File: src/rtl/tomasulo_pkg.sv
// Shared Tomasulo core definitions: opcode encodings, ROB entry layout and default sizes.
// The reorder buffer's optional operand lookup ports are enabled with ROB_FWD_EN.
package tomasulo_pkg;

   localparam int ROB_DEPTH = 8;
   localparam int ROB_IDX_W = 3;
   localparam int DATA_W    = 16;
   localparam int REG_W     = 4;
   localparam int ADDR_W    = 8;
   localparam int FUNC_W    = 4;

   localparam logic [FUNC_W-1:0] OP_ADD   = 4'd0;
   localparam logic [FUNC_W-1:0] OP_SUB   = 4'd1;
   localparam logic [FUNC_W-1:0] OP_MUL   = 4'd2;
   localparam logic [FUNC_W-1:0] OP_DIV   = 4'd3;
   localparam logic [FUNC_W-1:0] OP_LOAD  = 4'd4;
   localparam logic [FUNC_W-1:0] OP_STORE = 4'd5;
   localparam logic [FUNC_W-1:0] OP_BEQ   = 4'd6;
   localparam logic [FUNC_W-1:0] OP_BNEQ  = 4'd7;

   // busy/done live outside the struct so they can be reset and flushed as bit vectors
   typedef struct packed {
      logic [FUNC_W-1:0] func;
      logic [REG_W-1:0]  rd;
      logic [DATA_W-1:0] data;
      logic [ADDR_W-1:0] addr;
      logic              taken;
   } rob_entry_t;

   function automatic logic is_branch(input logic [FUNC_W-1:0] f);
      return (f == OP_BEQ) || (f == OP_BNEQ);
   endfunction

   function automatic logic writes_reg(input logic [FUNC_W-1:0] f);
      return (f == OP_ADD) || (f == OP_SUB) || (f == OP_MUL) ||
             (f == OP_DIV) || (f == OP_LOAD);
   endfunction

endpackage

File: src/rtl/rob_ptr_ctr.sv
// Wrap-around ROB pointer: increments modulo 2**IDX_W, clear has priority over increment.
module rob_ptr_ctr #(
   parameter int IDX_W = 3
) (
   input  logic             clk1,
   input  logic             rst_n,
   input  logic             inc,
   input  logic             clr,
   output logic [IDX_W-1:0] ptr
);

   always_ff @(posedge clk1 or negedge rst_n) begin
      if (!rst_n) begin
         ptr <= '0;
      end else if (clr) begin
         ptr <= '0;
      end else if (inc) begin
         ptr <= ptr + IDX_W'(1);
      end
   end

endmodule

File: src/rtl/reorder_buffer.sv
// 8-entry circular reorder buffer: in-order retirement of register writes, stores and
// taken-branch flushes. Define ROB_FWD_EN to add two combinational operand lookup ports.
module reorder_buffer
   import tomasulo_pkg::*;
#(
   parameter int DEPTH = ROB_DEPTH,
   parameter int IDX_W = ROB_IDX_W
) (
   input  logic              clk1,
   input  logic              rst_n,
   input  logic              alloc_valid,
   output logic              alloc_ready,
   input  logic [FUNC_W-1:0] alloc_func,
   input  logic [REG_W-1:0]  alloc_rd,
   output logic [IDX_W-1:0]  alloc_idx,
   input  logic              cdb_valid,
   input  logic [IDX_W-1:0]  cdb_rob_idx,
   input  logic [DATA_W-1:0] cdb_data,
   input  logic [ADDR_W-1:0] cdb_addr,
   input  logic              cdb_taken,
   output logic              commit_valid,
   output logic [IDX_W-1:0]  commit_idx,
   output logic [REG_W-1:0]  commit_rd,
   output logic [DATA_W-1:0] commit_data,
   output logic [ADDR_W-1:0] commit_addr,
   output logic              commit_wr_reg,
   output logic              commit_store,
   output logic              flush,
   output logic [REG_W-1:0]  redirect_pc,
   output logic [IDX_W:0]    count
`ifdef ROB_FWD_EN
   ,
   input  logic [IDX_W-1:0]  src1_idx,
   input  logic [IDX_W-1:0]  src2_idx,
   output logic              src1_rdy,
   output logic              src2_rdy,
   output logic [DATA_W-1:0] src1_data,
   output logic [DATA_W-1:0] src2_data
`endif
);

   logic [DEPTH-1:0] busy_reg;
   logic [DEPTH-1:0] done_reg;
   rob_entry_t       entries [DEPTH];
   logic [IDX_W-1:0] head;
   logic [IDX_W-1:0] tail;
   logic [IDX_W:0]   count_reg;
   logic [IDX_W:0]   count_next;
   rob_entry_t       head_entry;
   logic             alloc_go;
   logic             cdb_go;
   logic             commit_fire;
   logic             mispredict;

   assign head_entry  = entries[head];
   assign alloc_ready = (count_reg != (IDX_W+1)'(DEPTH));
   assign alloc_idx   = tail;
   assign count       = count_reg;

   // A CDB write landing on the head defers its retirement so the newer value is what commits
   assign commit_fire = busy_reg[head] && done_reg[head] &&
                        !(cdb_valid && (cdb_rob_idx == head));
   assign mispredict  = commit_fire && is_branch(head_entry.func) && head_entry.taken;
   assign alloc_go    = alloc_valid && alloc_ready && !mispredict;
   assign cdb_go      = cdb_valid && busy_reg[cdb_rob_idx] && !mispredict;

   rob_ptr_ctr #(.IDX_W(IDX_W)) u_head (
      .clk1  (clk1),
      .rst_n (rst_n),
      .inc   (commit_fire),
      .clr   (mispredict),
      .ptr   (head)
   );

   rob_ptr_ctr #(.IDX_W(IDX_W)) u_tail (
      .clk1  (clk1),
      .rst_n (rst_n),
      .inc   (alloc_go),
      .clr   (mispredict),
      .ptr   (tail)
   );

   always_ff @(posedge clk1 or negedge rst_n) begin
      if (!rst_n) begin
         busy_reg <= '0;
         done_reg <= '0;
      end else if (mispredict) begin
         busy_reg <= '0;
         done_reg <= '0;
      end else begin
         if (commit_fire) begin
            busy_reg[head] <= 1'b0;
            done_reg[head] <= 1'b0;
         end
         if (cdb_go) begin
            done_reg[cdb_rob_idx] <= 1'b1;
         end
         if (alloc_go) begin
            busy_reg[tail] <= 1'b1;
            done_reg[tail] <= 1'b0;
         end
      end
   end

   // Payload fields are qualified by busy/done, so they need no reset
   always_ff @(posedge clk1) begin
      if (alloc_go) begin
         entries[tail].func <= alloc_func;
         entries[tail].rd   <= alloc_rd;
      end
      if (cdb_go) begin
         entries[cdb_rob_idx].data  <= cdb_data;
         entries[cdb_rob_idx].addr  <= cdb_addr;
         entries[cdb_rob_idx].taken <= cdb_taken;
      end
   end

   always_comb begin
      count_next = count_reg;
      if (mispredict) begin
         count_next = '0;
      end else if (alloc_go && !commit_fire) begin
         count_next = count_reg + (IDX_W+1)'(1);
      end else if (!alloc_go && commit_fire) begin
         count_next = count_reg - (IDX_W+1)'(1);
      end
   end

   always_ff @(posedge clk1 or negedge rst_n) begin
      if (!rst_n) begin
         count_reg     <= '0;
         commit_valid  <= 1'b0;
         commit_idx    <= '0;
         commit_rd     <= '0;
         commit_data   <= '0;
         commit_addr   <= '0;
         commit_wr_reg <= 1'b0;
         commit_store  <= 1'b0;
         flush         <= 1'b0;
         redirect_pc   <= '0;
      end else begin
         count_reg     <= count_next;
         commit_valid  <= commit_fire;
         commit_idx    <= commit_fire ? head : '0;
         commit_rd     <= commit_fire ? head_entry.rd : '0;
         commit_data   <= commit_fire ? head_entry.data : '0;
         commit_addr   <= commit_fire ? head_entry.addr : '0;
         commit_wr_reg <= commit_fire && writes_reg(head_entry.func);
         commit_store  <= commit_fire && (head_entry.func == OP_STORE);
         flush         <= mispredict;
         redirect_pc   <= mispredict ? head_entry.rd : '0;
      end
   end

`ifdef ROB_FWD_EN
   logic src1_hit;
   logic src2_hit;

   assign src1_hit  = cdb_valid && (cdb_rob_idx == src1_idx) && busy_reg[src1_idx];
   assign src2_hit  = cdb_valid && (cdb_rob_idx == src2_idx) && busy_reg[src2_idx];
   assign src1_rdy  = src1_hit || (busy_reg[src1_idx] && done_reg[src1_idx]);
   assign src2_rdy  = src2_hit || (busy_reg[src2_idx] && done_reg[src2_idx]);
   assign src1_data = src1_hit ? cdb_data : entries[src1_idx].data;
   assign src2_data = src2_hit ? cdb_data : entries[src2_idx].data;
`endif

endmodule

File: config.mk
export PLATFORM = sky130hd
export DESIGN_NAME = reorder_buffer
export DESIGN_NICKNAME = d
export VERILOG_FILES = /design/src/rtl/tomasulo_pkg.sv /design/src/rtl/rob_ptr_ctr.sv /design/src/rtl/reorder_buffer.sv
export SDC_FILE = /design/constraint.sdc
export NUM_CORES = 1
export LEC_CHECK = 0
export CAP_MARGIN = 20
export CORE_UTILIZATION = 53
export DETAILED_ROUTE_END_ITERATION = 10
export PLACE_DENSITY = 0.81
export SYNTH_ARGS = -nofsm -noshare
export SYNTH_HDL_FRONTEND = slang
export SYNTH_HIERARCHICAL = 1
export SYNTH_SLANG_ARGS = --single-unit
File: constraint.sdc
create_clock -name clk1 -period 3.08 [get_ports clk1]
set_input_delay 0.308 -clock clk1 [delete_from_list [all_inputs] [get_ports clk1]]
set_output_delay 0.308 -clock clk1 [all_outputs]
set_load 0.01 [all_outputs]
**Yosys cells after proc, flatten, opt, wreduce, memory -nomap -nowiden**

Memory sizes are Yosys's and may differ from the RTL's.
Cells that the tools add are included.
Widths: inputs -> output; s select.

- Bits in registers: 65
- RAM bits: 264
- Memories kept: 1

Memories:

| memory | words | bits a word | read ports | clocked after Yosys merged registers in | write ports | line | source |
|---|---|---|---|---|---|---|---|
| entries | 8 | 33 | 1 | 0 | 2 | reorder_buffer.sv:44 | `rob_entry_t entries [DEPTH];` |

- Add/sub/neg operators: 4
- $lt $le $gt $ge: 6
- Eq/ne operators: 9
- Muxes and demuxes: 38
- Bitwise gates (word level): 7
- Reductions and logical operators: 29

Operators with widths:

| cell | count |
|---|---|
| $mux 8 | 11 |
| $and 8x8->8 | 3 |
| $mux 4 | 5 |
| $eq 4x3->1 const B | 4 |
| $logic_and 1x1->1 | 16 |
| $mux 16 | 1 |
| $not 8->8 | 2 |
| $or 8x8->8 | 2 |
| $mux 3 | 5 |
| $lt 3x4->1 const B | 3 |
| $mux 1 | 10 |
| $bmux 1 s3 | 3 |
| $demux 1 s3 | 3 |
| $ge 3x1->1 const B | 3 |
| $eq 4x2->1 const B | 2 |
| $add 3x1->3 const B | 2 |
| $logic_or 1x1->1 | 5 |
| $add 4x1->4 const B | 1 |
| $eq 4x1->1 const B | 1 |
| $logic_not 1->1 | 4 |
| $logic_not 4->1 | 1 |
| $ne 4x4->1 const B | 1 |
| $reduce_bool 2->1 | 2 |
| $sub 4x1->4 const B | 1 |
| 2 further kinds | 2 |

**Logic depth before layout (Yosys ltp)**

- Depth after elaboration: 14
- Gate-level depth with buffers: 14
- Depth with buffers taken out: 11

**By module**

The synthesis kept the hierarchy.

Modules (own cells, without submodules):

| module | times used | cells an instance | area an instance (µm²) |
|---|---|---|---|
| reorder_buffer | 1 | 718 | 12,553.3 |
| rob_ptr_ctr | 2 | 11 | 136.4 |

**Worst setup path before layout**

OpenSTA, ideal clock, no wires.

- Path kind: reg2reg
- From: register u_head.ptr[0]
- To: memory entries[6][0] in the netlist's numbering, enable pin
- Setup time: 407 ps
- Arrival: 3,004 ps
- Required time: 2,673 ps
- Setup slack: -331 ps
- Stages on the path, launching flop included: 11
- Path buffers: 4
- Clock period less this slack: 3,411 ps
- Path through: dfrtp_1 > buf_6 > buf_6 > mux2i_1 > nor2_1 > or4_1 > nand2_2 > nor3_2 > buf_6 > buf_6 > nor2_1

RTL lines:

| what | line | source |
|---|---|---|
| from (decl) | rob_ptr_ctr.sv:9 | `output logic [IDX_W-1:0] ptr` |
| from (signal assigned) | rob_ptr_ctr.sv:18 | `ptr <= ptr + IDX_W'(1);` |
| to (decl) | reorder_buffer.sv:44 |  |

**Worst setup path after layout**

- From: register u_head.ptr[0]
- To: register count_reg[3] (netlist: count[3])

- Word-level cells in the longest chain between the ends: 11

Ends and longest elaborated chain:

| what | line | source |
|---|---|---|
| parallel branches: the longest is 11 deep, another holds $mem_v2 8x33 | - |  |
| to (signal assigned) | reorder_buffer.sv:142 | `count_reg <= count_next;` |
| to (decl) | reorder_buffer.sv:47 | `logic [IDX_W:0] count_reg;` |

Parallel ways; which one is timed is not known. The select of a mux whose other input is x is not followed.
A chain may end at the register's enable or synchronous reset.

==> summary by stage <==
STA
The relative max-transition margin is a little under two fifths. The clock arrives with about 0.011 ns of skew. For this run, the top clock speed supported by timing is 0.3438 GHz. The worst path needs ~2.9 ns of the cycle, external delays included. The max-slew violation count is 0. Setup repair after global routing left no endpoint under its margin. The setup violation total in the final timing report is 0.

The part of the cycle the worst path needs is between 90% and 100%. The worst setup margin is about 0.17 ns. For the pin with the worst max-slew slack, the measured transition is between 0.9 and 1 ns. The final hold violation count is 0.

Final layout
The top register by number of flip-flops is entries. The number of flip-flops in the largest register is ~260. At the end of the flow, the number of nets in the layout was 905. The area occupied by registers is 9560 um2. The filler cells instantiated in the layout total roughly 1500.

Cells with a size suffix above 1 make up 18.62% of the layout. In the final layout, the registers with the most flip-flops are entries (264), commit_data (16). From synthesis to final layout, the design area changed by 20.00%. The repair_antennas step left the layout with diodes totalling 0. Summing all multi-input logic gate instances after layout gives 3059 um2.

Global route
For this run, the total global-route usage over all layers was measured as a little under a quarter. Global routing finished with a remaining overflow of 0. Entering global routing, the biggest net connects 66 pins. The number of global-route vias before repair was around 7300. The global-route wire length before repair is approximately 42000 um. The number of antenna violations at the first check in global routing is 0.

Placement
The final weighted congestion of routability-driven global placement is roughly 0.88. The placed wire-length estimate after detailed placement is 15820 um. The total of buffers placed on input and output ports is 86. The pre-CTS setup slack is 0.1163 ns.

CTS
CTS saw between 300 and 400 sinks. The cell chosen for the clock root is sky130_fd_sc_hd__clkbuf_16. The source-to-sink clock delay at the later pin of the worst-skew pair is about 0.57 ns. The clock tree from TritonCTS is yes. CTS built an H-tree with a depth of 1. The total clock buffers created by CTS is 31.

After clock tree synthesis, the clock-pin slew on the worst setup and hold paths is about 0.06 ns. The post-CTS repair timing setup buffer count is 0. In this run the deepest clock path goes through 3 buffers.

Floorplanning
87 I/O pins were placed. The height of the die is between 150 and 200 um. The floorplan step set the die width to about 160 um.

The region available for standard cell placement spans roughly 24000 um2. The initial core utilization is around 54%. The count of standard-cell rows is between 50 and 60.

The die covers between 20000 and 25000 um2.

Logic synthesis
Ranked by total cell area, the synthesized netlist is headed by sky130_fd_sc_hd__edfxtp_1 (62%), sky130_fd_sc_hd__dfrtp_1 (13%), sky130_fd_sc_hd__mux4_2 (9.3%). The sequential area share after synthesis is between 70% and 80%. The async set or reset register ratio after synthesis is about 20%. By instance count, the leading cell after synthesis is sky130_fd_sc_hd__edfxtp_1. In the synthesized netlist, the cells that appear most often are sky130_fd_sc_hd__edfxtp_1 (264), sky130_fd_sc_hd__nand2_1 (69), sky130_fd_sc_hd__dfrtp_1 (65). Of all cell types, the one taking the most synthesized area is sky130_fd_sc_hd__edfxtp_1. Yosys mapped the design onto between 50 and 60 distinct sky130hd cell types.

For this run, the leading register cell type out of synthesis is sky130_fd_sc_hd__edfxtp_1. The average cell area after synthesis is between 15 and 20 um2. The synthesized netlist occupies a cell area of between 10000 and 15000 um2. The number of nets handed over by synthesis was roughly 780.

The count of yosys warnings during synthesis is 6. The number of synthesized flops with an enable pin is roughly 260. Synthesis produced 740 cells. In this run, synthesis produced a sequential element count of between 300 and 400.

The area share of the leading cell type in the synthesized netlist is 61.81%.

Power and ir drop
The peak ir drop on the vdd network is 528.3 uV. The power density normalized to cell area is between 900 and 1000 nW/um2. Power comes to between 10 and 15 mW. Summed over all cells, the static leakage comes to about 5.4 nW.

Setup path
The data arrival time of the critical path is approximately 3.4 ns. The critical setup path kind is flip-flop to flip-flop. Walking the worst path, the cells encountered are buf_6, mux2i_1, nor2_1, o41a_1, a21oi_4, inv_1, ha_1, nand3_1, a21oi_1, o21ai_0, a21boi_0, a211oi_1. At the worst endpoint, the required time is ~3.5 ns. The maximum single-stage delay on the critical path is about 0.53 ns. The kind of launch point of the worst setup path is a flip-flop. Along the worst path, the maximum fanout reaches 13. The slowest stage of the critical path is the sky130_fd_sc_hd__o41a_1 cell. The worst setup path is captured at a flip-flop.

Detailed routing
The number of DRC violations after detailed-routing iteration 0 is approximately 800. The per-cell via count in the routed design is 5.875. The post-detailed-route wirelength per cell is 22.48 um.

The total DRC errors in the routed layout is 0. The number of nets with antenna violations after routing is 0. The final route contains between 7000 and 8000 vias. The first detailed-routing pass ran for 5 iterations. The wire length reported by the detailed router is between 20000 and 30000 um.

Status
The flow ran to the end, and the final reports show no timing, DRC or antenna violations.

Hold path
In this run the worst hold path is classified as input port to async pin.

Flow run
Max-cap violations in this run came to 0.
==> final timing paths <==
kind / start / to / slack (ns) / depth (start not counted)
min in group clk1: cdb_data[5] / entries[4][14] / 0.47 / 1
min: rst_n / commit_data[10] / 0.44 / 2
max reg2reg: u_head/ptr[0] / count[3] / 0.17 / 12
max: u_head/ptr[0] / count[3] / 0.17 / 12
max in group asynchronous: rst_n / u_head/ptr[0] / 1.93 / 2
min reg2reg: done_reg[4] / done_reg[4] / 0.54 / 2
==> cell families after synthesis <==
kind of cell | count (synthesis) | share of synthesized area (%)
DFF | 329 | 74.49
and+or+nand+nor | 185 | 6.868
AOI/OAI and AO/OA | 84 | 4.127
muxes | 83 | 11.65
buffers and inverters | 47 | 1.931
xor gates and xnor gates | 8 | 0.5463
adders and majority gates | 4 | 0.3902
==> critical path, delay by kind of cell, from the launching register on <==
family / cells / cell delay [ns]
adder cells (fa/ha/maj): 1 / 0.36
flip-flops: 1 / 0.47
AO/OA/AOI/OAI: 6 / 1.29
buffers and inverters: 2 / 0.27
multiplexers: 1 / 0.22
AND/OR/NAND/NOR: 2 / 0.19
==> timing repair <==
item,in CTS,in global routing
hold endpoints to repair,65,0
setup endpoints to repair,0,39
hold buffers,1,0
resized for setup,0,3
==> per-layer routing <==
metal  wire length [um]  track usage (%)  up-vias
met5                  0                0        -
li1                   -                -     3108
met4                560            7.397        0
met3               1923            2.698       47
met2              13650            38.10      337
met1              10960            31.96     3587
==> layout by cell type, fill, tap and decap left out, drive strengths merged, types with 3 or more instances in the layout <==
cell type / count
edfxtp: 264
clkdlybuf4s50: 85
nand2: 71
dfrtp: 65
mux4: 53
a21oi: 50
nor2: 45
clkbuf: 43
buf: 40
mux2i: 30
nor3: 15
nand3: 10
inv: 10
clkinv: 8
nand4: 7
xnor2: 7
o21ai: 6
nor2b: 6
a211oi: 5
a21boi: 5
bufinv: 5
nor4: 5
o221ai: 4
nand3b: 4
or3: 4
ha: 4
and2: 4
and3: 3
nand4b: 3
o2bb2ai: 3
==> layout make-up <==
cell class              instances  area share, %
clock buffers                  43          5.463
inverters                       9         0.2195
multi-input cells             364          19.88
clock inverters                15          1.431
repair buffers                126          8.300
flip-flops and latches        329          62.12
well taps                     319          2.593
==> where the power goes <==
part	internal (mW)	switching, mW	total (mW)	leakage [nW]
clock	2.34	1.58	3.92	0.518
sequential	5.38	0.362	5.74	3.23
combinational	2.00	2.39	4.39	1.69
total	9.71	4.34	14.1	5.44
==> through the flow <==
stage / setup TNS, ns / utilization, % / cell area [um2] / std cells / hold slack (ns)
finish: 0 / 65.18 / 15390 / 1205 / 0.4424
CTS: 0 / 65.13 / 15380 / 1205 / 0.4428
global placement: 0 / 60.59 / 14310 / 1146 / 0.4866
detailed placement: 0 / 60.59 / 14310 / 1146 / 0.5054
global route: 0 / 65.18 / 15390 / 1205 / 0.4582
floorplan: -37.62 / - / 12830 / 740 / 0.01241
No activity file was read; power rests on OpenSTA's default activity.
